### config.mk
export PLATFORM = sky130hd
export DESIGN_NAME = button_arbiter
export DESIGN_NICKNAME = d
export VERILOG_FILES = /design/src/rtl/button_pkg.sv /design/src/rtl/button_debounce.sv /design/src/rtl/button_arbiter.sv
export SDC_FILE = /design/constraint.sdc
export NUM_CORES = 1
export LEC_CHECK = 0
export CAP_MARGIN = 20
export CELL_PAD_IN_SITES_DETAIL_PLACEMENT = 1
export CELL_PAD_IN_SITES_GLOBAL_PLACEMENT = 2
export CORE_UTILIZATION = 39
export DETAILED_ROUTE_END_ITERATION = 16
export HOLD_SLACK_MARGIN = 0.02
export PLACE_DENSITY = 0.82
export SETUP_SLACK_MARGIN = 0.2
export SYNTH_ARGS = -nofsm -noshare
export SYNTH_HDL_FRONTEND = slang
export SYNTH_SLANG_ARGS = --single-unit
### constraint.sdc
create_clock -name clk -period 1.95 [get_ports clk]
set_input_delay 0.39 -clock clk [delete_from_list [all_inputs] [get_ports clk]]
set_output_delay 0.39 -clock clk [all_outputs]
set_load 0.1 [all_outputs]
### src/rtl/button_pkg.sv
// Shared types and constants for the button-to-LED arbiter.
package button_pkg;

  // Arbiter FSM states: no LED lit, or one LED granted to its owner.
  typedef enum logic [0:0] {
    IDLE  = 1'b0,
    GRANT = 1'b1
  } arb_state_e;

  // Number of buttons/LEDs on this board.
  localparam int NUM_BTN_DEF = 3;

  // Bit width needed to hold values 0..value-1, never less than one bit.
  function automatic int clog2_min1(input int value);
    return (value > 1) ? $clog2(value) : 1;
  endfunction

  // Width of the owner and round-robin pointer for the default board.
  localparam int PTR_W_DEF = clog2_min1(NUM_BTN_DEF);

endpackage

### src/rtl/button_debounce.sv
// Two-flop synchroniser followed by a stable-level debouncer for one
// active-low button. The debounced level only moves after the synchronised
// level has disagreed with it for DEBOUNCE_CYCLES consecutive cycles.
module button_debounce
  import button_pkg::*;
#(
  parameter int DEBOUNCE_CYCLES = 4
) (
  input  logic clk,
  input  logic rst_n,
  input  logic i_btn_n,
  output logic o_db_n
);

  localparam int CNT_W = clog2_min1(DEBOUNCE_CYCLES);

  logic             r_s1;
  logic             r_s2;
  logic             r_db;
  logic [CNT_W-1:0] r_cnt;

  // Bring the raw pin into the clock domain; released (1) out of reset.
  always_ff @(posedge clk or negedge rst_n) begin
    if (!rst_n) begin
      r_s1 <= 1'b1;
      r_s2 <= 1'b1;
    end else begin
      r_s1 <= i_btn_n;
      r_s2 <= r_s1;
    end
  end

  // Count consecutive disagreements; any agreement restarts the count.
  always_ff @(posedge clk or negedge rst_n) begin
    if (!rst_n) begin
      r_db  <= 1'b1;
      r_cnt <= '0;
    end else if (r_s2 == r_db) begin
      r_cnt <= '0;
    end else if (r_cnt == CNT_W'(DEBOUNCE_CYCLES - 1)) begin
      r_db  <= r_s2;
      r_cnt <= '0;
    end else begin
      r_cnt <= r_cnt + CNT_W'(1);
    end
  end

  assign o_db_n = r_db;

endmodule

### src/rtl/button_arbiter.sv
// Shares the LEDs between debounced active-low buttons. One LED is granted
// at a time in round-robin order starting after the previous owner, and each
// grant is held for at least HOLD_CYCLES cycles. Non-owner presses during a
// grant are not remembered; they compete again only once IDLE is re-entered.
module button_arbiter
  import button_pkg::*;
#(
  parameter int NUM_BTN         = NUM_BTN_DEF,
  parameter int DEBOUNCE_CYCLES = 4,
  parameter int HOLD_CYCLES     = 8
) (
  input  logic               clk,
  input  logic               rst_n,
  input  logic [NUM_BTN-1:0] button,
  output logic [NUM_BTN-1:0] LED,
  output logic               busy
);

  localparam int PTR_W  = clog2_min1(NUM_BTN);
  localparam int HOLD_W = clog2_min1(HOLD_CYCLES);

  logic [NUM_BTN-1:0] w_db_n;
  logic [NUM_BTN-1:0] w_pressed;
  logic [PTR_W-1:0]   w_pick;
  logic [NUM_BTN-1:0] w_pick_onehot;
  logic               w_owner_pressed;
  logic               w_hold_done;

  arb_state_e         r_state;
  logic [PTR_W-1:0]   r_owner;
  logic [PTR_W-1:0]   r_last;
  logic [HOLD_W-1:0]  r_hold_cnt;
  logic [NUM_BTN-1:0] r_led;
  logic               r_busy;

  genvar g;
  generate
    for (g = 0; g < NUM_BTN; g++) begin : g_btn
      button_debounce #(
        .DEBOUNCE_CYCLES(DEBOUNCE_CYCLES)
      ) u_debounce (
        .clk    (clk),
        .rst_n  (rst_n),
        .i_btn_n(button[g]),
        .o_db_n (w_db_n[g])
      );
    end
  endgenerate

  assign w_pressed       = ~w_db_n;
  assign w_owner_pressed = w_pressed[r_owner];
  assign w_hold_done     = (r_hold_cnt == HOLD_W'(HOLD_CYCLES - 1));
  assign w_pick_onehot   = {{(NUM_BTN-1){1'b0}}, 1'b1} << w_pick;

  // Round-robin search from last+1; farthest candidates are scanned first so
  // the nearest pressed button overwrites them and wins.
  always_comb begin
    w_pick = '0;
    for (int k = NUM_BTN; k >= 1; k--) begin
      w_pick = w_pressed[PTR_W'((int'(r_last) + k) % NUM_BTN)]
             ? PTR_W'((int'(r_last) + k) % NUM_BTN)
             : w_pick;
    end
  end

  // Grant FSM with registered LED/busy outputs and saturating hold counter.
  always_ff @(posedge clk or negedge rst_n) begin
    if (!rst_n) begin
      r_state    <= IDLE;
      r_owner    <= '0;
      r_last     <= PTR_W'(NUM_BTN - 1);
      r_hold_cnt <= '0;
      r_led      <= '0;
      r_busy     <= 1'b0;
    end else begin
      case (r_state)
        IDLE: begin
          if (|w_pressed) begin
            r_owner    <= w_pick;
            r_led      <= w_pick_onehot;
            r_busy     <= 1'b1;
            r_hold_cnt <= '0;
            r_state    <= GRANT;
          end else begin
            r_led  <= '0;
            r_busy <= 1'b0;
          end
        end
        GRANT: begin
          if (w_hold_done && !w_owner_pressed) begin
            r_led   <= '0;
            r_busy  <= 1'b0;
            r_last  <= r_owner;
            r_state <= IDLE;
          end else if (!w_hold_done) begin
            r_hold_cnt <= r_hold_cnt + HOLD_W'(1);
          end else begin
            r_hold_cnt <= r_hold_cnt;
          end
        end
        default: begin
          r_state <= IDLE;
          r_led   <= '0;
          r_busy  <= 1'b0;
        end
      endcase
    end
  end

  assign LED  = r_led;
  assign busy = r_busy;

endmodule

==> impl_metrics.toml <==
[outcome]
outcome = "finished clean"

[floorplan]
rows = 20
io-pin-count = 9
fp.dieW_um = 59.1
die_y_um = 59.1
floorplan.die_area_um2 = 3490
initial_utilization_pct = 41.3
core_box_area_um2 = 3080

[final_layout]
most_common_cell_after_layout_fill_and_taps_aside = "dfrtp_1"
post_route_cells_drive_above_1_share_pct = 40.5
nets = 131
areaGrowthSynthToFinish_pct = 20.5
sequential_cell_area_um2 = 688
num_antenna_cells = 0
multi_input_area_um2 = 613
fillerInstances = 325
commonest_cells_after_routing_fill_and_taps_aside = "dfrtp_1, buf_4, dfstp_2, ha_1"

[global_route]
use_met3_pct = 1.53
grt_overflow = 0
antenna_found_initial = 0
globalRouteMet2Util_pct = 24.5
grt_pass1_vias = 820
grtUsageTotal_pct = 15.8
grt_max_degree = 28
grt_pass1_wl_um = 3970
top_usage_layer = "met2"
grtUsageMet1_pct = 21.6

[setup_path]
startpoint = "r_last[1]"
setup.worst_path.class = "register to register"
crit_path_max_fanout = 4
data_required_time_of_the_worst_path_ns = 2.18
worstSetupStartpointType = "register"
regToRegStartpoint = "r_last[1]"
endpoint_kind = "register"
crit_path_end = "r_owner[0]"
worst_r2r_endpoint = "r_owner[0]"
setup.reg_to_reg.worst_slack_ns = 0.24
cp_data_arrival_time_ns = 1.95
worst-r2r-cell-count = 5

[placement]
hpwlAfterDp_um = 1660
gp_congestion = 0.799
post-place-ws_ns = 0.155
port-buffer-count = 8

[clock_network]
clock_insertion_delay_worst_skew_ns = 0.32
clock_tree.buffer_depth = 2
clkSlewWorstSetupHoldPaths_ns = 0.14
tritoncts_clock_tree = "done"
ctsHtreeMaxLevel = 1
cts-hold-fix-buffers = 0
tritoncts_num_sinks = 27
cts_root_buffer = "clkbuf_4"
clock_buffer_count_from_cts = 3

[sta]
finalHoldViolCount = 0
worst_pin_slew_ns = 0.339
slew_headroom_pct = 77.4
setup_viol = 0
report.final.slew_viol_count = 0
unrepaired_setup_endpoints_after_global_routing = "true"
finalCriticalPeriod_ns = 1.71
fin_crit_sh_pct = 87.9
setup_tns_after_final_layout_ns = 0
max_clock_freq_mhz = 583
final.setup.worst_slack_ns = 0.235
worst_clk_skew_ns = 0.00498

[routing]
detail_route.first_pass.iterations = 2
drt.antenna.violating_nets = 0
vias_post_dr = 807
routed_wl_um = 2370
route.detailed.wl_per_inst_um = 14.8
detail_route.drc_violations = 0
viasPerCell = 5.04
dr.first_iter.drc_count = 12

[synth]
syn-cell-area_um2 = 1270
post_synth.cell_area_avg_um2 = 12.7
synth.yosys.warnings = 0
synthCells = 100
synth_nets = 114
synth-seq-cells = 27
synth_seq_area_share_pct = 54.1
netlist-cell-type-count = 34

[hold_path]
timing.hold.worst.class = "register to register"

[flow_run]
max_cap_violations = 0
Yosys cell counts:
master | number | area [um2]
or2_1 | 1 | 6.26
or3b_1 | 1 | 8.76
mux2i_1 | 1 | 10.0
o21ai_0 | 4 | 20.0
and2_1 | 3 | 18.8
mux2_2 | 4 | 45.0
a21oi_2 | 1 | 8.76
o31ai_2 | 1 | 12.5
mux2_4 | 3 | 45.0
xor2_1 | 2 | 17.5
inv_1 | 6 | 22.5
o221ai_2 | 1 | 15.0
buf_2 | 1 | 5.00
nor3b_2 | 1 | 12.5
xnor2_1 | 1 | 8.76
or2_4 | 1 | 8.76
a21o_1 | 4 | 30.0
a22o_1 | 1 | 8.76
buf_4 | 1 | 7.51
dfrtp_1 | 17 | 425
nor3b_1 | 3 | 22.5
nor4_1 | 1 | 6.26
nor2b_1 | 1 | 6.26
buf_6 | 1 | 11.3
a211o_1 | 1 | 8.76
dfstp_2 | 10 | 263
nand2_1 | 1 | 3.75
ha_1 | 9 | 113
a21oi_1 | 3 | 15.0
nand3_1 | 5 | 25.0
nor3_1 | 3 | 15.0
nand2b_1 | 4 | 25.0
nand3b_1 | 1 | 7.51
a31oi_1 | 2 | 12.5
repair_timing:
item                                    4_1_cts  5_1_grt
pin swaps                                     1        7
gates resized for setup                       1       15
buffers inserted                              1        4
endpoints found under the setup margin        4        4
how the worst min path moves through the flow:
stage / from / end / cells after the start
finish: g_btn[0].u_debounce.r_s1 / g_btn[0].u_debounce.r_s2 / 0
floorplan: rst_n / LED[0] / 0
global route: g_btn[0].u_debounce.r_s1 / g_btn[0].u_debounce.r_s2 / 0
detailed placement: g_btn[2].u_debounce.r_s1 / g_btn[2].u_debounce.r_s2 / 0
CTS: g_btn[0].u_debounce.r_s1 / g_btn[0].u_debounce.r_s2 / 0
global placement: g_btn[1].u_debounce.r_s1 / g_btn[1].u_debounce.r_s2 / 0
worst max-delay path: stages, from the launching register on:
cell	delay [ns]
dfstp_2	0.62
ha_4	0.17
or3b_4	0.39
a21oi_4	0.21
nor4_4	0.08
a21o_1	0.16
registers in the layout, indices dropped and copies added (netlist names), 2 cells and up:
signal and cells:
g_btn.u_debounce.o_db_n 3, r_hold_cnt 3, r_owner 2, g_btn.u_debounce.r_s1 3
r_last 2, g_btn.u_debounce.r_s2 3, g_btn.u_debounce.r_cnt 6, LED 3
layer usage:
| layer | up-vias | share of wire [%] |
|---|---|---|
| met5 | - | 0 |
| met4 | 0 | 2.3 |
| met3 | 6 | 1.8 |
| met1 | 409 | 44 |
| met2 | 10 | 52 |
| li1 | 382 | - |
metrics by stage:
step	utilization [%]	instances	area, um2	hold WS, ns
final	49.8	160	1530	0.365
after global routing	49.8	160	1530	0.374
after CTS	46.4	156	1430	0.364
after detailed placement	45.1	151	1390	0.349
after global placement	45.1	151	1390	0.346
after floorplan	-	100	1270	0.0944
cell families (layout without fill, tap and decap cells):
group / count (synthesis) / after routing / synth area share (%)
adders and majority gates: 9 / 9 / 8.86
DFF: 27 / 27 / 54.1
and+or+nand+nor: 26 / 26 / 13.1
muxes: 8 / 8 / 7.87
xor gates and xnor gates: 3 / 3 / 2.07
buffers and inverters: 9 / 25 / 3.64
AOI/OAI and AO/OA: 18 / 18 / 10.3
final cells by class:
| class | instances | share of cell area, % |
|---|---|---|
| clock buffers | 3 | 1.47 |
| flip-flops and latches | 27 | 44.9 |
| repair buffers | 15 | 8.01 |
| well taps | 44 | 3.59 |
| inverters | 6 | 1.47 |
| multi-input cells | 64 | 40.0 |
| clock inverters | 1 | 0.490 |
Power is left out: the tool's default activity adds up to more than one toggle a clock period on the data nets, which glitch-free logic cannot reach.
